$ cat src/rtl/bus_arbiter_rr.sv
// rtl/bus_arbiter_rr.sv - round-robin bus arbiter with slave decode check and optional grant watchdog
//
// Purpose:
//   Arbitrates NUM_MASTERS requesters onto one shared bus using rotating priority.
//   The winner's slave index is latched and held, together with the grant, until
//   the transaction completes (trans_done) or the master withdraws its request.
//   Requests that name a nonexistent slave are rejected with a decode_err pulse.
//
// Ports:
//   sys_clk       in   system clock, rising edge
//   sys_rst       in   asynchronous active-low reset
//   m_request     in   per-master level request
//   m_slave_sel   in   per-master slave index, master k at [k*SEL_W +: SEL_W]
//   trans_done    in   one-cycle end-of-transaction pulse
//   m_grant       out  registered one-hot grant
//   bus_grant     out  index of the granted master
//   slave_sel     out  latched slave index of the granted master
//   bus_valid     out  bus_grant/slave_sel meaningful (GRANT)
//   arbiter_busy  out  ARB or RELEASE
//   bus_busy      out  GRANT
//   decode_err    out  pulse in ARB when the winner selected a nonexistent slave
//   timeout       out  pulse when the watchdog forces a release
//
// Optional feature macro: ARB_TIMEOUT_EN builds the grant watchdog limited to
// TIMEOUT_CYCLES GRANT cycles; without it timeout is tied 0.
module bus_arbiter_rr #(
  parameter int NUM_MASTERS    = 2,
  parameter int NUM_SLAVES     = 3,
  parameter int MST_W          = 1,
  parameter int SEL_W          = 2,
  parameter int TIMEOUT_CYCLES = 255
) (
  input  logic                         sys_clk,
  input  logic                         sys_rst,
  input  logic [NUM_MASTERS-1:0]       m_request,
  input  logic [NUM_MASTERS*SEL_W-1:0] m_slave_sel,
  input  logic                         trans_done,
  output logic [NUM_MASTERS-1:0]       m_grant,
  output logic [MST_W-1:0]             bus_grant,
  output logic [SEL_W-1:0]             slave_sel,
  output logic                         bus_valid,
  output logic                         arbiter_busy,
  output logic                         bus_busy,
  output logic                         decode_err,
  output logic                         timeout
);

  localparam logic [1:0] ST_IDLE    = 2'd0;
  localparam logic [1:0] ST_ARB     = 2'd1;
  localparam logic [1:0] ST_GRANT   = 2'd2;
  localparam logic [1:0] ST_RELEASE = 2'd3;

  // One extra bit so ptr + offset can exceed NUM_MASTERS before the wrap.
  localparam int IW = MST_W + 1;

  logic [1:0]             r_state;
  logic [MST_W-1:0]       r_ptr;
  logic [NUM_MASTERS-1:0] r_grant;
  logic [MST_W-1:0]       r_owner;
  logic [SEL_W-1:0]       r_sel;

  logic                   w_found;
  logic [MST_W-1:0]       w_winner;
  logic [IW-1:0]          w_idx;
  logic [NUM_MASTERS-1:0] w_onehot;
  logic [SEL_W-1:0]       w_win_sel;
  logic                   w_bad_sel;
  logic                   w_owner_req;
  logic                   w_expire;
  logic                   w_release;

  // Rotate to the master after idx, with an explicit wrap so a non-power-of-two
  // master count never yields an out-of-range pointer.
  function automatic logic [MST_W-1:0] next_ptr(input logic [MST_W-1:0] idx);
    if (int'(idx) >= NUM_MASTERS - 1) return '0;
    return idx + MST_W'(1);
  endfunction

  // Search ptr, ptr+1, ... modulo NUM_MASTERS; the first requester wins.
  always_comb begin
    w_found  = 1'b0;
    w_winner = '0;
    w_idx    = '0;
    for (int i = 0; i < NUM_MASTERS; i++) begin
      w_idx = {1'b0, r_ptr} + IW'(i);
      if (int'(w_idx) >= NUM_MASTERS) w_idx = w_idx - IW'(NUM_MASTERS);
      if (!w_found && m_request[w_idx[MST_W-1:0]]) begin
        w_found  = 1'b1;
        w_winner = w_idx[MST_W-1:0];
      end
    end
  end

  always_comb begin
    w_onehot  = '0;
    w_win_sel = '0;
    for (int j = 0; j < NUM_MASTERS; j++) begin
      if (MST_W'(j) == w_winner) begin
        w_onehot[j] = 1'b1;
        w_win_sel   = m_slave_sel[j*SEL_W +: SEL_W];
      end
    end
  end

  assign w_bad_sel   = int'(w_win_sel) >= NUM_SLAVES;
  assign w_owner_req = m_request[r_owner];

`ifdef ARB_TIMEOUT_EN
  // Counter holds the number of GRANT cycles already completed; it sits at zero
  // outside GRANT, which makes it clear on every entry to GRANT.
  localparam int CNT_W = (TIMEOUT_CYCLES < 2) ? 1 : $clog2(TIMEOUT_CYCLES);

  logic [CNT_W-1:0] r_cnt;

  always_ff @(posedge sys_clk or negedge sys_rst) begin
    if (!sys_rst) begin
      r_cnt <= '0;
    end else if (r_state != ST_GRANT) begin
      r_cnt <= '0;
    end else if (!w_expire) begin
      r_cnt <= r_cnt + CNT_W'(1);
    end
  end

  assign w_expire = (r_state == ST_GRANT) && (r_cnt == CNT_W'(TIMEOUT_CYCLES - 1));
  // A completion or abort in the expiry cycle is an ordinary release.
  assign timeout  = w_expire && !trans_done && w_owner_req;
`else
  assign w_expire = 1'b0;
  assign timeout  = 1'b0;
`endif

  assign w_release = (r_state == ST_GRANT) && (trans_done || !w_owner_req || w_expire);

  always_ff @(posedge sys_clk or negedge sys_rst) begin
    if (!sys_rst) begin
      r_state <= ST_IDLE;
      r_ptr   <= '0;
      r_grant <= '0;
      r_owner <= '0;
      r_sel   <= '0;
    end else begin
      case (r_state)
        ST_IDLE: begin
          if (|m_request) r_state <= ST_ARB;
        end
        ST_ARB: begin
          if (!w_found) begin
            r_state <= ST_IDLE;
          end else if (w_bad_sel) begin
            r_ptr   <= next_ptr(w_winner);
            r_state <= ST_IDLE;
          end else begin
            r_owner <= w_winner;
            r_sel   <= w_win_sel;
            r_grant <= w_onehot;
            r_state <= ST_GRANT;
          end
        end
        ST_GRANT: begin
          // Outputs are cleared on the way out so RELEASE already shows them at 0;
          // the owner is still available here to advance the pointer.
          if (w_release) begin
            r_ptr   <= next_ptr(r_owner);
            r_grant <= '0;
            r_owner <= '0;
            r_sel   <= '0;
            r_state <= ST_RELEASE;
          end
        end
        default: begin
          r_state <= ST_IDLE;
        end
      endcase
    end
  end

  assign m_grant      = r_grant;
  assign bus_grant    = r_owner;
  assign slave_sel    = r_sel;
  assign bus_valid    = (r_state == ST_GRANT);
  assign bus_busy     = (r_state == ST_GRANT);
  assign arbiter_busy = (r_state == ST_ARB) || (r_state == ST_RELEASE);
  assign decode_err   = (r_state == ST_ARB) && w_found && w_bad_sel;

endmodule

$ cat config.mk
export PLATFORM = sky130hd
export DESIGN_NAME = bus_arbiter_rr
export DESIGN_NICKNAME = d
export VERILOG_FILES = /design/src/rtl/bus_arbiter_rr.sv
export SDC_FILE = /design/constraint.sdc
export NUM_CORES = 1
export LEC_CHECK = 0
export BUFFER_PORTS_ARGS = -buffer_cell sky130_fd_sc_hd__buf_4
export CORE_MARGIN = 4
export CORE_UTILIZATION = 30
export DETAILED_ROUTE_END_ITERATION = 6
export MAX_ROUTING_LAYER = met4
export PLACE_DENSITY = 0.63
export RECOVER_POWER = 25
export SLEW_MARGIN = 5
export SYNTH_ARGS = -nofsm -noshare
export SYNTH_HDL_FRONTEND = slang
export SYNTH_SLANG_ARGS = --single-unit
$ cat constraint.sdc
create_clock -name sys_clk -period 4.3 [get_ports sys_clk]
set_input_delay 0.43 -clock sys_clk [delete_from_list [all_inputs] [get_ports sys_clk]]
set_output_delay 0.43 -clock sys_clk [all_outputs]
set_load 0.01 [all_outputs]
## Yosys cells after proc, flatten, opt, wreduce, memory -nomap -nowiden

Cells that the tools add are included.

| word-level totals | value |
|---|---|
| bits in registers | 8 |
| bits of input ports | 9 |
| output and inout bits | 10 |
| word-level logic and storage cells | 86 |

| cells by class | value |
|---|---|
| $add $sub $neg | 5 |
| $lt $le $gt $ge | 8 |
| equality and inequality tests | 8 |
| mux-type cells | 46 |
| reductions and logical operators | 14 |

Operators with widths:

| operator | count |
|---|---|
| $mux 1 | 31 |
| $mux 2 | 10 |
| $ne 2x2->1 const B | 4 |
| $pmux 2 s2 | 2 |
| $reduce_and 4->1 | 2 |
| $lt 1x2->1 const B | 3 |
| $pmux 2 s3 | 1 |
| $eq 2x2->1 const B | 2 |
| $ge 2x2->1 const B | 2 |
| $logic_and 1x1->1 | 4 |
| $pmux 1 s2 | 2 |
| $add 1x1->1 const B | 2 |
| $add 1x1->2 const B | 1 |
| $eq 2x1->1 const B | 1 |
| $ge 1x1->1 const B | 2 |
| $ge 1x2->1 const B | 1 |
| $logic_not 1->1 | 2 |
| $logic_not 2->1 | 1 |
| $logic_or 1x1->1 | 2 |
| $ne 2x1->1 const B | 1 |
| $reduce_and 2->1 | 1 |
| $reduce_bool 2->1 | 1 |
| $reduce_or 2->1 | 1 |
| $sub 1x1->1 const B | 2 |

## Depth between registers and ports, before layout

Gate-level depths: netlist of run 1.

| logic depth | value |
|---|---|
| word-level depth | 17 |
| depth in mapped cells | 5 |

## Worst setup path after synthesis of run 1

No wires, ideal clock.

| timing path | value |
|---|---|
| path kind | input to output |
| start point | in m_request[0] |
| end point | out decode_err |
| arrival | 1.190 ns |
| path slack | 2.680 ns |
| cell stages on the path | 4 |
| cell sequence | inv_2 -> o21ai_4 -> mux2_4 -> nor2_1 |

| on the way | value |
|---|---|
| longest elaborated chain between the ends | 9 |

RTL lines:

| what | RTL line | source |
|---|---|---|
| start, declared | 35 | `input logic [NUM_MASTERS-1:0] m_request,` |
| $mux 1 (implied by the code) (2 in series) | 87 | `if (!w_found && m_request[w_idx[MST_W-1:0]]) begin` |
| $mux 1 | 87 |  |
| $logic_not 1->1 | 87 |  |
| $logic_and 1x1->1 | 87 |  |
| $mux 1 | 87 |  |
| $mux 2 | 98 | `if (MST_W'(j) == w_winner) begin` |
| $ge 2x2->1 | 105 | `assign w_bad_sel = int'(w_win_sel) >= NUM_SLAVES;` |
| $logic_and 1x1->1 * | 184 | `assign decode_err = (r_state == ST_ARB) && w_found && w_bad_sel;` |
| end, declared | 44 | `output logic decode_err,` |

Mark *: on every way between the ends. The rest lies on a longest branch, timed or not. The select of a mux whose other input is x is not followed.

## Final worst setup path of run 1

| timing path | value |
|---|---|
| start point | reg r_ptr |
| end point | out decode_err |

| on the way | value |
|---|---|
| longest elaborated chain between the ends | 11 |

RTL lines:

| what | RTL line | source |
|---|---|---|
| start, declared | 57 | `logic [MST_W-1:0] r_ptr;` |
| start signal, assigned | 151 | `r_ptr <= next_ptr(w_winner);` |
| start signal, assigned | 164 | `r_ptr <= next_ptr(r_owner);` |
| $ge 1x2->1 / $sub 1x1->1 (equally long branches) | 86 | `if (int'(w_idx) >= NUM_MASTERS) w_idx = w_idx - IW'(NUM_MASTERS);` |
| $mux 1 | 86 |  |
| $mux 1 (implied by the code) (2 in series) | 87 |  |
| $mux 1 | 87 |  |
| $logic_not 1->1 | 87 |  |
| $logic_and 1x1->1 | 87 |  |
| $mux 1 | 87 |  |
| $mux 2 | 98 |  |
| $ge 2x2->1 | 105 |  |
| $logic_and 1x1->1 * | 184 |  |

Marks and branches as above.

==> impl_metrics.prom, run 1 <==
# TYPE chip_impl_metric gauge
chip_impl_info{name="crit_slowest_cell",value="sky130_fd_sc_hd__dfrtp_1"} 1
chip_impl_metric{name="power.density_cell_area",unit="nW/um^2"} 639
chip_impl_metric{name="dieArea",unit="um^2"} 2220
chip_impl_metric{name="cts.repair_timing.setup_buffer_count",unit=""} 0
chip_impl_metric{name="rr_worst_depth",unit=""} 4
chip_impl_metric{name="count_of_antenna_diodes_in_the_layout",unit=""} 0
chip_impl_metric{name="max-cap-violations",unit=""} 0
chip_impl_metric{name="gpl.final_weighted_congestion",unit=""} 0.743
chip_impl_metric{name="crit_arrival",unit="ns"} 1.47
chip_impl_metric{name="post_cts_hold_buffer_count",unit=""} 1
chip_impl_metric{name="post_cts.resized_instances",unit=""} 0
chip_impl_info{name="busiest_layer",value="met2"} 1
chip_impl_metric{name="grt_max_degree",unit=""} 8
chip_impl_metric{name="ir_drop",unit="mV"} 0.329
chip_impl_info{name="clock-root-buffer",value="sky130_fd_sc_hd__clkbuf_4"} 1
chip_impl_metric{name="syn_area_per_cell",unit="um^2"} 9.18
chip_impl_metric{name="tritoncts.num_buffers",unit=""} 3
chip_impl_metric{name="power.internal",unit="W"} 0.000240
chip_impl_metric{name="fin_setup_tns",unit="ns"} 0
chip_impl_metric{name="clkSinkCount",unit=""} 7
chip_impl_metric{name="combPwrFrac",unit="%"} 52.7
chip_impl_metric{name="synth_cells",unit=""} 50
chip_impl_metric{name="num-nets-final",unit=""} 78
chip_impl_metric{name="synth_cell_type_count",unit=""} 23
chip_impl_metric{name="use_met1",unit="%"} 15.0
chip_impl_metric{name="seqPwrFrac",unit="%"} 32.4
chip_impl_metric{name="synth.net_count",unit=""} 59
chip_impl_metric{name="cp_slowest_stage_delay",unit="ns"} 0.42
chip_impl_metric{name="coreArea",unit="um^2"} 1370
chip_impl_info{name="endpoint_kind",value="primary output"} 1
chip_impl_metric{name="synth-warning-count",unit=""} 0
chip_impl_metric{name="critical_path_cell_count",unit=""} 4
chip_impl_info{name="start_point_of_the_critical_path",value="r_ptr$_DFFE_PN0P_"} 1
chip_impl_metric{name="final_period_minus_worst_setup_slack",unit="ns"} 1.90
chip_impl_info{name="holdCritStartpoint",value="slave_sel[0]$_DFFE_PN0P_"} 1
chip_impl_metric{name="post_drt_wl_per_cell",unit="um"} 11.8
chip_impl_metric{name="areaGrowthSynthToFinish",unit="%"} 33.2
chip_impl_metric{name="max-clock-path-buffers",unit=""} 2
chip_impl_metric{name="placementRows",unit=""} 13
chip_impl_metric{name="final_max_slew_viol_count",unit=""} 0
chip_impl_metric{name="route.vias.total",unit=""} 404
chip_impl_info{name="unrepaired_setup_endpoints_after_global_routing",value="false"} 1
chip_impl_metric{name="final.setup_skew",unit="ns"} 0.00631
chip_impl_metric{name="reported_net_switching_power",unit="W"} 0.000151
chip_impl_metric{name="grtUsageTotal",unit="%"} 11.1
chip_impl_metric{name="io-pin-count",unit=""} 19
chip_impl_metric{name="hpwlAfterDp",unit="um"} 827
chip_impl_metric{name="yosysSeqAreaShare",unit="%"} 38.1
chip_impl_info{name="cell_taking_the_most_area_after_synthesis",value="sky130_fd_sc_hd__dfrtp_1"} 1
chip_impl_info{name="yosys-top-cells-area",value="sky130_fd_sc_hd__dfrtp_1 38%, sky130_fd_sc_hd__mux2_4 6.5%, sky130_fd_sc_hd__a21oi_1 5.4%, sky130_fd_sc_hd__buf_4 4.9%, sky130_fd_sc_hd__mux2i_1 4.4%"} 1
chip_impl_metric{name="final_min_period_over_clock_period",unit="%"} 44.2
chip_impl_metric{name="total_leakage_power",unit="nW"} 0.304
chip_impl_metric{name="use_met3",unit="%"} 1.15
chip_impl_metric{name="portBuffers",unit=""} 17
chip_impl_metric{name="die_height",unit="um"} 47.1
chip_impl_metric{name="flop2flop_setup_slack",unit="ns"} 2.74
chip_impl_metric{name="first_iter_violations",unit=""} 7
chip_impl_metric{name="worst_skew_pair.late_latency",unit="ns"} 0.25
chip_impl_metric{name="cp.buffers_inverters",unit=""} 1
chip_impl_metric{name="worst_setup_hold_path_clk_slew",unit="ns"} 0.05
chip_impl_info{name="hp-class",value="reg -> reg"} 1
chip_impl_info{name="worst-setup-path-type",value="reg -> out"} 1
chip_impl_metric{name="instances_no_fill",unit=""} 83
chip_impl_metric{name="mean_number_of_vias_per_cell",unit=""} 4.87
chip_impl_metric{name="wl",unit="um"} 981
chip_impl_metric{name="final_layout_size_suffix_gt1_share",unit="%"} 38.2
chip_impl_metric{name="grt_overflow",unit=""} 0
chip_impl_metric{name="clock.fmax",unit="GHz"} 0.526
chip_impl_metric{name="synth_largest_type_area_fraction",unit="%"} 38.1
chip_impl_metric{name="die_width",unit="um"} 47.1
chip_impl_metric{name="layout.filler_cells",unit=""} 154
chip_impl_metric{name="worst_ep_required_time",unit="ns"} 3.87
chip_impl_metric{name="mappedNetlistArea",unit="um^2"} 459
chip_impl_info{name="status",value="finished, final reports clean"} 1
chip_impl_info{name="crit_path_cell_chain",value="o21ai_4, mux2_4, nor2_1, buf_4"} 1
chip_impl_metric{name="global_route_wire_length_before_repair",unit="um"} 1610
chip_impl_metric{name="drc",unit=""} 0
chip_impl_info{name="cp_top_family",value="flip-flops"} 1
chip_impl_metric{name="worstPathMaxFanout",unit=""} 6
chip_impl_metric{name="h-tree-depth",unit=""} 1
chip_impl_metric{name="register_bit_count_reported_by_yosys",unit=""} 7
chip_impl_metric{name="floorplan.initialDensity",unit="%"} 33.6
chip_impl_metric{name="drt_first_pass_iters",unit=""} 4
chip_impl_metric{name="postRouteAntennaNets",unit=""} 0
chip_impl_info{name="worstReg2RegStart",value="r_ptr$_DFFE_PN0P_"} 1
chip_impl_metric{name="hold_path_depth",unit=""} 1
chip_impl_metric{name="met2_usage_grt",unit="%"} 15.2
chip_impl_metric{name="p_sw_share",unit="%"} 38.6
chip_impl_metric{name="final_setup_viols",unit=""} 0
chip_impl_info{name="cts_tree",value="yes"} 1
chip_impl_info{name="critical_path_launch_point_type",value="flip-flop"} 1
chip_impl_metric{name="antenna_found_initial",unit=""} 0
chip_impl_metric{name="hold_viol_final",unit=""} 0
chip_impl_metric{name="first_global_vias",unit=""} 379
chip_impl_metric{name="clockPowerShare",unit="%"} 14.8
chip_impl_metric{name="dp.cells",unit=""} 78
kinds of logic after synthesis:
kind of cell	after synthesis	synth area share, %
muxes	5	13.4
DFF	7	38.1
AOI/OAI and AO/OA	18	25.6
other	1	0.817
and+or+nand+nor	11	13.1
buffers and inverters	8	8.99
cell type report:
class,count,area (um^2),share of cell area (%)
Clock buffer,4,26.3,4.29
Inverter,4,15.0,2.45
Multi-Input combinational cell,35,243,39.7
Sequential cell,7,175,28.6
Tap cell,15,18.8,3.07
Timing Repair Buffer,18,134,21.9
state kept, by name (all words and copies together), names as in the netlist:
| signal | cells |
|---|---|
| r_state | 2 |
| r_ptr | 1 |
| m_grant | 2 |
| slave_sel | 2 |
Yosys cell counts:
cell type / instances
sky130_fd_sc_hd__mux2_1: 1
sky130_fd_sc_hd__o21a_1: 2
sky130_fd_sc_hd__conb_1: 1
sky130_fd_sc_hd__nor3_1: 1
sky130_fd_sc_hd__nand2b_1: 2
sky130_fd_sc_hd__inv_2: 1
sky130_fd_sc_hd__a21oi_2: 1
sky130_fd_sc_hd__o21ai_1: 4
sky130_fd_sc_hd__inv_1: 3
sky130_fd_sc_hd__a32o_1: 1
sky130_fd_sc_hd__a21oi_1: 5
sky130_fd_sc_hd__a211oi_1: 1
sky130_fd_sc_hd__mux2_4: 2
sky130_fd_sc_hd__nor2_2: 1
sky130_fd_sc_hd__dfrtp_1: 7
sky130_fd_sc_hd__o21ai_4: 1
sky130_fd_sc_hd__buf_4: 3
sky130_fd_sc_hd__clkbuf_1: 1
sky130_fd_sc_hd__nor2b_4: 1
sky130_fd_sc_hd__nand2_1: 5
sky130_fd_sc_hd__mux2i_1: 2
sky130_fd_sc_hd__o21ai_0: 3
sky130_fd_sc_hd__nor2_1: 1
worst register-to-register path, cell delays in order (launching register included):
cell                      delay (ns)
sky130_fd_sc_hd__dfrtp_1        0.42
sky130_fd_sc_hd__o21ai_4        0.23
sky130_fd_sc_hd__mux2_4         0.35
sky130_fd_sc_hd__a21oi_2        0.14
sky130_fd_sc_hd__mux2_4         0.31
path summary, 6_finish.rpt:
check,to
hold reg to reg,slave_sel[0]$_DFFE_PN0P_
max in group asynchronous,r_ptr$_DFFE_PN0P_
hold / removal,slave_sel[0]$_DFFE_PN0P_
setup reg to reg,r_ptr$_DFFE_PN0P_
min in group asynchronous,m_grant[1]$_DFFE_PN0P_
setup / recovery,decode_err
layer usage:
metal  routed length (um)  up-vias
met5                    0        -
met4                   20        0
met3                   97        2
met2                  402       18
met1                  459      179
li1                     -      205
placed cells by master, fill, tap and decap left out:
master and instances:
sky130_fd_sc_hd__nor2_1 1, sky130_fd_sc_hd__o21a_1 2, sky130_fd_sc_hd__inv_2 1, sky130_fd_sc_hd__o21ai_1 4
sky130_fd_sc_hd__a32o_1 1, sky130_fd_sc_hd__nand2_1 5, sky130_fd_sc_hd__inv_1 3, sky130_fd_sc_hd__a21oi_2 1
sky130_fd_sc_hd__buf_4 16, sky130_fd_sc_hd__nand2b_1 2, sky130_fd_sc_hd__a21oi_1 5, sky130_fd_sc_hd__mux2_4 2
sky130_fd_sc_hd__o21ai_0 3, sky130_fd_sc_hd__o21ai_4 1, sky130_fd_sc_hd__dfrtp_1 7, sky130_fd_sc_hd__nor2_2 1
sky130_fd_sc_hd__a211oi_1 1, sky130_fd_sc_hd__clkbuf_1 2, sky130_fd_sc_hd__conb_1 1, sky130_fd_sc_hd__nor2b_4 1
sky130_fd_sc_hd__mux2i_1 2, sky130_fd_sc_hd__mux2_1 1, sky130_fd_sc_hd__nor3_1 1, sky130_fd_sc_hd__dlygate4sd3_1 1
sky130_fd_sc_hd__clkbuf_4 3
per-stage QoR:
| stage | total power, W | area [um^2] | worst slack (ns) | hold WS [ns] | util (%) |
|---|---|---|---|---|---|
| global placement | 0.000336 | 579 | 2.47 | 0.243 | 42.4 |
| finish | 0.000391 | 612 | 2.40 | 0.497 | 44.8 |
| global route | 0.000428 | 612 | 2.28 | 0.527 | 44.8 |
| floorplan | 0.000267 | 459 | 2.68 | 0.134 | - |
| detailed placement | 0.000338 | 579 | 2.47 | 0.244 | 42.4 |
| CTS | 0.000400 | 616 | 2.38 | 0.505 | 45.1 |
power by group through the flow:
stage / registers [W] / clock network (W) / logic, W
6_report: 0.000127 / 0.0000579 / 0.000206
4_1_cts: 0.000127 / 0.0000611 / 0.000211
5_1_grt: 0.000133 / 0.0000619 / 0.000233
3_3_place_gp: 0.000127 / 0 / 0.000209
2_1_floorplan: 0.000130 / 0 / 0.000136
3_5_place_dp: 0.000128 / 0 / 0.000210
No activity file was read; power rests on OpenSTA's default activity.
==> run 2: changes to the inputs <==
Settings changed: ABC_AREA set to 1, PLACE_DENSITY 0.63 to 0.64.
Clock period 4.3 ns to 1.8 ns, I/O delays scaled along.
==> run 2 against run 1 <==
Effect of this change: combinational power is 140% higher; first-iteration DRC count is 29% higher; count of clock-buffer cells in the layout did not move; synthesized cell count up 22%; highest routed layer is now met3.
==> impl_metrics.prom, run 2 <==
# TYPE chip_impl_metric gauge
chip_impl_metric{name="clock.fmax",unit="GHz"} 0.681
chip_impl_metric{name="post_drt_wl_per_cell",unit="um"} 9.31
chip_impl_metric{name="first_iter_violations",unit=""} 9
chip_impl_metric{name="synth-warning-count",unit=""} 0
chip_impl_metric{name="floorplan.initialDensity",unit="%"} 33.0
chip_impl_metric{name="drt_first_pass_iters",unit=""} 2
chip_impl_metric{name="adder_and_majority_cell_fraction_of_the_synthesized_area",unit="%"} 0
chip_impl_metric{name="final.setup_skew",unit="ns"} 0.00404
chip_impl_metric{name="post_dp_cell_area",unit="um^2"} 561
chip_impl_info{name="synth.most_common_cell",value="sky130_fd_sc_hd__nand2_1"} 1
chip_impl_metric{name="synth_compound_area_share",unit="%"} 8.52
chip_impl_metric{name="mappedNetlistArea",unit="um^2"} 440
chip_impl_metric{name="max-clock-path-buffers",unit=""} 2
chip_impl_metric{name="layout.filler_cells",unit=""} 152
chip_impl_metric{name="power.density_cell_area",unit="nW/um^2"} 1550
chip_impl_metric{name="areaGrowthSynthToFinish",unit="%"} 34.7
chip_impl_metric{name="io-pin-count",unit=""} 19
chip_impl_metric{name="final_min_period_over_clock_period",unit="%"} 81.5
chip_impl_metric{name="portBuffers",unit=""} 17
chip_impl_metric{name="die_width",unit="um"} 46.3
chip_impl_metric{name="total_leakage_power",unit="nW"} 0.319
chip_impl_info{name="hp-class",value="in -> reg"} 1
chip_impl_info{name="cell_taking_the_most_area_after_synthesis",value="sky130_fd_sc_hd__dfrtp_1"} 1
chip_impl_info{name="layout.cells.most_common_list",value="18 x sky130_fd_sc_hd__nand2_1, 16 x sky130_fd_sc_hd__buf_4, 7 x sky130_fd_sc_hd__dfrtp_1, 6 x sky130_fd_sc_hd__nand2_2, 6 x sky130_fd_sc_hd__nand3_1"} 1
chip_impl_metric{name="synth-simple-area-share",unit="%"} 41.5
chip_impl_metric{name="crit_arrival",unit="ns"} 1.29
chip_impl_metric{name="cts.repair_timing.setup_buffer_count",unit=""} 0
chip_impl_metric{name="final_setup_viols",unit=""} 0
chip_impl_metric{name="worstPathMaxFanout",unit=""} 4
chip_impl_metric{name="h-tree-depth",unit=""} 1
chip_impl_info{name="critical_path_launch_point_type",value="flip-flop"} 1
chip_impl_metric{name="ir_drop",unit="mV"} 0.656
chip_impl_metric{name="synth.net_count",unit=""} 70
chip_impl_metric{name="worst_ep_required_time",unit="ns"} 1.62
chip_impl_metric{name="count_of_antenna_diodes_in_the_layout",unit=""} 0
chip_impl_metric{name="synth_largest_type_area_fraction",unit="%"} 39.8
chip_impl_metric{name="dieArea",unit="um^2"} 2150
chip_impl_metric{name="mean_number_of_vias_per_cell",unit=""} 4.51
chip_impl_info{name="clock-root-buffer",value="sky130_fd_sc_hd__clkbuf_4"} 1
chip_impl_metric{name="register_bit_count_reported_by_yosys",unit=""} 7
chip_impl_info{name="synth-main-ff-cell",value="sky130_fd_sc_hd__dfrtp_1"} 1
chip_impl_metric{name="first_global_vias",unit=""} 388
chip_impl_metric{name="yosysSeqAreaShare",unit="%"} 39.8
chip_impl_metric{name="worst_setup_hold_path_clk_slew",unit="ns"} 0.05
chip_impl_metric{name="final_max_slew_viol_count",unit=""} 0
chip_impl_metric{name="die_height",unit="um"} 46.3
chip_impl_info{name="cts_tree",value="yes"} 1
chip_impl_metric{name="antenna_found_initial",unit=""} 0
chip_impl_metric{name="coreArea",unit="um^2"} 1330
chip_impl_metric{name="num-nets-final",unit=""} 89
chip_impl_metric{name="whs",unit="ns"} 0.253
chip_impl_metric{name="final_critical_path_setup_slack",unit="ns"} 0.332
chip_impl_info{name="endpoint_kind",value="primary output"} 1
chip_impl_info{name="yosys-top-cells-area",value="sky130_fd_sc_hd__dfrtp_1 40%, sky130_fd_sc_hd__nand2_1 15%, sky130_fd_sc_hd__nand2_2 8.5%, sky130_fd_sc_hd__nand3_1 6.8%, sky130_fd_sc_hd__buf_4 5.1%"} 1
chip_impl_metric{name="postRouteAntennaNets",unit=""} 0
chip_impl_metric{name="grt_max_degree",unit=""} 8
chip_impl_info{name="synth_common_cells",value="18 x sky130_fd_sc_hd__nand2_1, 7 x sky130_fd_sc_hd__dfrtp_1, 6 x sky130_fd_sc_hd__nand2_2, 6 x sky130_fd_sc_hd__nand3_1, 5 x sky130_fd_sc_hd__nor2_1"} 1
chip_impl_metric{name="tritoncts.num_buffers",unit=""} 3
chip_impl_metric{name="synth_cell_type_count",unit=""} 17
chip_impl_metric{name="final_period_minus_worst_setup_slack",unit="ns"} 1.47
chip_impl_metric{name="place_worst_setup_slack",unit="ns"} 0.540
chip_impl_metric{name="post_synth_xor_area_fraction",unit="%"} 0
chip_impl_info{name="unrepaired_setup_endpoints_after_global_routing",value="false"} 1
chip_impl_metric{name="global_route_wire_length_before_repair",unit="um"} 1510
chip_impl_metric{name="wl",unit="um"} 875
chip_impl_metric{name="synth-edff-count",unit=""} 0
chip_impl_metric{name="design_area",unit="um^2"} 593
chip_impl_metric{name="synth_cells",unit=""} 61
chip_impl_metric{name="gpl.final_weighted_congestion",unit=""} 0.748
chip_impl_metric{name="hpwlAfterDp",unit="um"} 761
chip_impl_metric{name="synth.area.mux_share",unit="%"} 0
chip_impl_info{name="most_common_cell_after_layout_fill_and_taps_aside",value="sky130_fd_sc_hd__nand2_1"} 1
chip_impl_metric{name="clkSinkCount",unit=""} 7
chip_impl_metric{name="grtUsageTotal",unit="%"} 10.1
chip_impl_metric{name="worst_skew_pair.late_latency",unit="ns"} 0.24
chip_impl_info{name="worst-setup-path-type",value="reg -> out"} 1
chip_impl_metric{name="drc",unit=""} 0
chip_impl_metric{name="syn_area_per_cell",unit="um^2"} 7.22
chip_impl_metric{name="hold_viol_final",unit=""} 0
chip_impl_metric{name="fin_setup_tns",unit="ns"} 0
chip_impl_metric{name="postSynth.asyncResetShare",unit="%"} 100
chip_impl_metric{name="fin_util",unit="%"} 44.5
chip_impl_metric{name="final_layout_size_suffix_gt1_share",unit="%"} 35.4
chip_impl_metric{name="grt_overflow",unit=""} 0
chip_impl_metric{name="max-cap-violations",unit=""} 0
chip_impl_info{name="status",value="finished, final reports clean"} 1
chip_impl_info{name="dominant_combinational_cell_family_by_area_after_synthesis",value="simple AND/OR/NAND/NOR gates"} 1
chip_impl_metric{name="placementRows",unit=""} 13
chip_impl_metric{name="route.vias.total",unit=""} 424
[run 2: repair_timing]
action,4_1_cts,5_1_grt
endpoints found under the hold margin,7,0
endpoints found under the setup margin,0,0
gates resized for setup,0,0
hold buffers,1,0
[run 2: final timing paths]
path / cells past startpoint / end / slack [ns] / from
setup / recovery: 8 / decode_err / 0.33 / r_ptr$_DFFE_PN0P_
hold / removal: 3 / r_state[1]$_DFFE_PN0P_ / 0.25 / m_request[0]
setup reg to reg: 8 / slave_sel[1]$_DFFE_PN0P_ / 0.53 / r_state[0]$_DFFE_PN0P_
hold reg to reg: 2 / slave_sel[0]$_DFFE_PN0P_ / 0.47 / slave_sel[0]$_DFFE_PN0P_
max in group asynchronous: 2 / slave_sel[0]$_DFFE_PN0P_ / 1.19 / sys_rst
min in group asynchronous: 2 / m_grant[0]$_DFFE_PN0P_ / 0.35 / sys_rst
[run 2: cells by family after synthesis]
family,after synthesis
other,1
DFF,7
AOI/OAI and AO/OA,7
buffers and inverters,8
and+or+nand+nor,38
[run 2: where the power goes]
group | leakage (nW) | internal [W] | total, W | switching [W]
Clock | 0.0150 | 0.0000842 | 0.000135 | 0.0000510
Sequential | 0.0876 | 0.000233 | 0.000289 | 0.0000568
Combinational | 0.217 | 0.000219 | 0.000498 | 0.000279
[run 2: routing by layer]
metal	up-vias	routed length, um	share of wire [%]	GRT usage, %
met2	12	416	48	14.8
met3	0	54	6.2	4.69
li1	228	-	-	-
met1	184	405	46	12.7
met5	-	0	0	-
met4	0	0	0	1.70
[run 2: cell type report]
class                           instances  area (um^2)  area share (%)
Multi-Input combinational cell         46          224            37.8
Sequential cell                         7          175            29.5
Tap cell                               15         18.8            3.16
Timing Repair Buffer                   18          134            22.6
Clock buffer                            4         26.3            4.43
Inverter                                4         15.0            2.53
[run 2: worst max-delay path, cell delays in order, from the launching register on]
cell,delay [ns]
sky130_fd_sc_hd__dfrtp_1,0.38
sky130_fd_sc_hd__inv_1,0.07
sky130_fd_sc_hd__nand2_2,0.06
sky130_fd_sc_hd__nand2_2,0.09
sky130_fd_sc_hd__nand2_1,0.07
sky130_fd_sc_hd__nand2_1,0.09
sky130_fd_sc_hd__nand2_1,0.07
sky130_fd_sc_hd__nor2_1,0.09
sky130_fd_sc_hd__buf_4,0.13
[run 2: metrics by stage]
stage          cells  power (W)
5_1_grt           94    0.00103
3_5_place_dp      89   0.000800
2_1_floorplan     61   0.000635
3_3_place_gp      89   0.000796
4_1_cts           94   0.000943
6_report          94   0.000922
==> run 3: changes to the inputs <==
Settings changed: ABC_AREA 1 to 0, PLACE_DENSITY 0.64 to 0.63.
Clock period 1.8 ns to 1.51 ns, I/O delays scaled along.
==> run 3 against run 2 <==
Effect of this change: the flow now finishes with violations (negative setup slack); first-iteration DRC count is 11% higher; die area increased by 3.5%; clock skew barely moved; worst setup slack got worse by 0.34 ns; sequential share of layout area fell by 4.3 points; critical path depth is 4 lower; via count grew 5.9%; combinational power increased by 56%; register-to-register slack worse by 0.51 ns; flip-flop and latch count stayed put; count of clock-buffer cells in the layout unchanged.
==> impl_metrics.prom, run 3 (synthesis results as in run 1) <==
# TYPE chip_impl_metric gauge
chip_impl_info{name="crit_slowest_cell",value="sky130_fd_sc_hd__dfrtp_1"} 1
chip_impl_metric{name="crit_arrival",unit="ns"} 1.36
chip_impl_metric{name="dp.cells",unit=""} 82
chip_impl_metric{name="rr_worst_depth",unit=""} 4
chip_impl_metric{name="die_width",unit="um"} 47.1
chip_impl_info{name="endpoint_kind",value="primary output"} 1
chip_impl_metric{name="hold_viol_final",unit=""} 0
chip_impl_info{name="worst-setup-path-type",value="reg -> out"} 1
chip_impl_metric{name="drt_first_pass_iters",unit=""} 4
chip_impl_info{name="cts_tree",value="yes"} 1
chip_impl_metric{name="ir_drop",unit="mV"} 0.968
chip_impl_info{name="clock-root-buffer",value="sky130_fd_sc_hd__clkbuf_4"} 1
chip_impl_metric{name="mean_number_of_vias_per_cell",unit=""} 4.88
chip_impl_metric{name="wl",unit="um"} 1140
chip_impl_metric{name="placementRows",unit=""} 13
chip_impl_metric{name="postRouteAntennaNets",unit=""} 0
chip_impl_metric{name="flop2flop_setup_slack",unit="ns"} 0.02
chip_impl_metric{name="num-nets-final",unit=""} 87
chip_impl_metric{name="die_height",unit="um"} 47.1
chip_impl_metric{name="first_iter_violations",unit=""} 10
chip_impl_metric{name="gpl.final_weighted_congestion",unit=""} 0.769
chip_impl_info{name="unrepaired_setup_endpoints_after_global_routing",value="true"} 1
chip_impl_metric{name="io-pin-count",unit=""} 19
chip_impl_metric{name="cp_slowest_stage_delay",unit="ns"} 0.40
chip_impl_metric{name="total_leakage_power",unit="nW"} 0.348
chip_impl_metric{name="antenna_found_initial",unit=""} 0
chip_impl_metric{name="grt_max_degree",unit=""} 8
chip_impl_info{name="worstReg2RegStart",value="r_ptr$_DFFE_PN0P_"} 1
chip_impl_info{name="failed_checks",value="negative setup slack"} 1
chip_impl_metric{name="count_of_antenna_diodes_in_the_layout",unit=""} 0
chip_impl_metric{name="totalPowerFinal",unit="W"} 0.00130
chip_impl_metric{name="route.vias.total",unit=""} 449
chip_impl_metric{name="final_layout_size_suffix_gt1_share",unit="%"} 48.1
chip_impl_metric{name="max-clock-path-buffers",unit=""} 2
chip_impl_metric{name="max-cap-violations",unit=""} 0
chip_impl_metric{name="clkSinkCount",unit=""} 7
chip_impl_metric{name="tritoncts.num_buffers",unit=""} 3
chip_impl_metric{name="final_critical_path_setup_slack",unit="ns"} -0.00407
chip_impl_metric{name="worst_setup_hold_path_clk_slew",unit="ns"} 0.05
chip_impl_metric{name="final_setup_viols",unit=""} 1
chip_impl_metric{name="grt_overflow",unit=""} 0
chip_impl_info{name="regToRegEndpoint",value="r_ptr$_DFFE_PN0P_"} 1
chip_impl_metric{name="first_global_vias",unit=""} 436
chip_impl_metric{name="final_min_period_over_clock_period",unit="%"} 100
chip_impl_metric{name="grtUsageTotal",unit="%"} 12.3
chip_impl_info{name="status",value="complete, but fails checks"} 1
chip_impl_metric{name="drc",unit=""} 0
chip_impl_metric{name="coreArea",unit="um^2"} 1370
chip_impl_metric{name="post_drt_wl_per_cell",unit="um"} 12.4
chip_impl_metric{name="power.density_cell_area",unit="nW/um^2"} 1870
chip_impl_info{name="holdCritStartpoint",value="m_slave_sel[3]"} 1
chip_impl_metric{name="final_period_minus_worst_setup_slack",unit="ns"} 1.51
chip_impl_info{name="critical_path_launch_point_type",value="flip-flop"} 1
chip_impl_metric{name="final_max_slew_viol_count",unit=""} 0
chip_impl_metric{name="h-tree-depth",unit=""} 1
chip_impl_metric{name="portBuffers",unit=""} 17
chip_impl_metric{name="hold_path_depth",unit=""} 4
chip_impl_metric{name="instances_no_fill",unit=""} 92
chip_impl_metric{name="hpwlAfterDp",unit="um"} 877
chip_impl_metric{name="floorplan.initialDensity",unit="%"} 33.6
chip_impl_metric{name="clock.fmax",unit="GHz"} 0.660
chip_impl_info{name="crit_path_cell_chain",value="o21ai_4, mux2_4, nor2_4, buf_6"} 1
chip_impl_info{name="most_common_cell_after_layout_fill_and_taps_aside",value="sky130_fd_sc_hd__buf_4"} 1
chip_impl_info{name="layout.cells.most_common_list",value="24 x sky130_fd_sc_hd__buf_4, 7 x sky130_fd_sc_hd__dfrtp_1, 5 x sky130_fd_sc_hd__nand2_1, 4 x sky130_fd_sc_hd__a21oi_1, 4 x sky130_fd_sc_hd__o21ai_1"} 1
chip_impl_metric{name="areaGrowthSynthToFinish",unit="%"} 51.2
chip_impl_metric{name="worst_ep_required_time",unit="ns"} 1.36
chip_impl_info{name="hp-class",value="in -> reg"} 1
chip_impl_metric{name="layout.filler_cells",unit=""} 128
chip_impl_info{name="hold-path-endpoint",value="m_grant[1]$_DFFE_PN0P_"} 1
chip_impl_metric{name="global_route_wire_length_before_repair",unit="um"} 1820
chip_impl_metric{name="worstPathMaxFanout",unit=""} 3
chip_impl_metric{name="dieArea",unit="um^2"} 2220
chip_impl_metric{name="final.setup_skew",unit="ns"} 0.00421
chip_impl_metric{name="worst_skew_pair.late_latency",unit="ns"} 0.26
-- run 3: changes by cell type in the layout (fill, tap and decap cells not counted), moves of 3 or more --
| cell | change |
|---|---|
| sky130_fd_sc_hd__nand2_1 | -13 |
| sky130_fd_sc_hd__buf_4 | +8 |
| sky130_fd_sc_hd__nand2_2 | -6 |
| sky130_fd_sc_hd__nand3_1 | -6 |
| sky130_fd_sc_hd__nor2_1 | -5 |
| sky130_fd_sc_hd__o21ai_1 | +3 |
-- run 3: area by class of cell --
class	instances	area (um^2)	area share [%]
timing repair buffer	27	205	29.5
sequential	7	175	25.2
multi-input combinational	35	254	36.6
inverter	4	15.0	2.16
clock buffer	4	26.3	3.78
tap	15	18.8	2.70
-- run 3: metal layers --
layer,up-vias,global-route usage (%),wire [um],part of all wire (%)
li1,222,-,-,-
met1,203,16.1,497,43
met2,22,16.8,505,44
met3,2,5.75,126,11
met4,0,3.31,13,1.1
met5,-,-,0,0
-- run 3: through the flow --
stage                     worst slack (ns)  hold WS, ns  utilization, %  instance area [um^2]  TNS [ns]
final                             -0.00407        0.256            50.8                   694  -0.00407
after global routing               -0.0570        0.305            50.8                   694   -0.0824
after CTS                          -0.0375        0.235            48.0                   656   -0.0375
after detailed placement            0.0469      -0.0295            44.6                   609         0
after global placement              0.0719      -0.0303            44.6                   609         0
after floorplan                     0.0259       -0.145               -                   459         0
-- run 3: power breakdown --
group          switching (W)  internal, W  total [W]
sequential         0.0000723     0.000275   0.000347
clock              0.0000724     0.000101   0.000173
combinational       0.000346     0.000430   0.000775
total               0.000490     0.000806    0.00130
-- run 3: worst max-delay path by stage --
stage / startpoint / endpoint / slack [ns] / cells after the start
after floorplan: r_ptr$_DFFE_PN0P_ / r_ptr$_DFFE_PN0P_ / 0.03 / 4
after global placement: r_ptr$_DFFE_PN0P_ / slave_sel[0]$_DFFE_PN0P_ / 0.07 / 5
after detailed placement: r_ptr$_DFFE_PN0P_ / r_ptr$_DFFE_PN0P_ / 0.05 / 4
after CTS: r_ptr$_DFFE_PN0P_ / decode_err / -0.04 / 4
after global routing: r_ptr$_DFFE_PN0P_ / decode_err / -0.06 / 4
final: r_ptr$_DFFE_PN0P_ / decode_err / -0.004 / 4
-- run 3: repair_timing --
item	in CTS	in global routing
hold buffers	1	0
gates resized for setup	1	3
pin swaps	0	2
buffers inserted	1	4
endpoints found under the hold margin	7	0
setup endpoints to repair	1	4
-- run 3: critical path, delay by kind of cell, from the launching register on --
kind | cells | cell delay, ns
buf+inv | 1 | 0.10
simple gates | 1 | 0.09
compound gates | 1 | 0.17
mux | 1 | 0.35
flops | 1 | 0.40
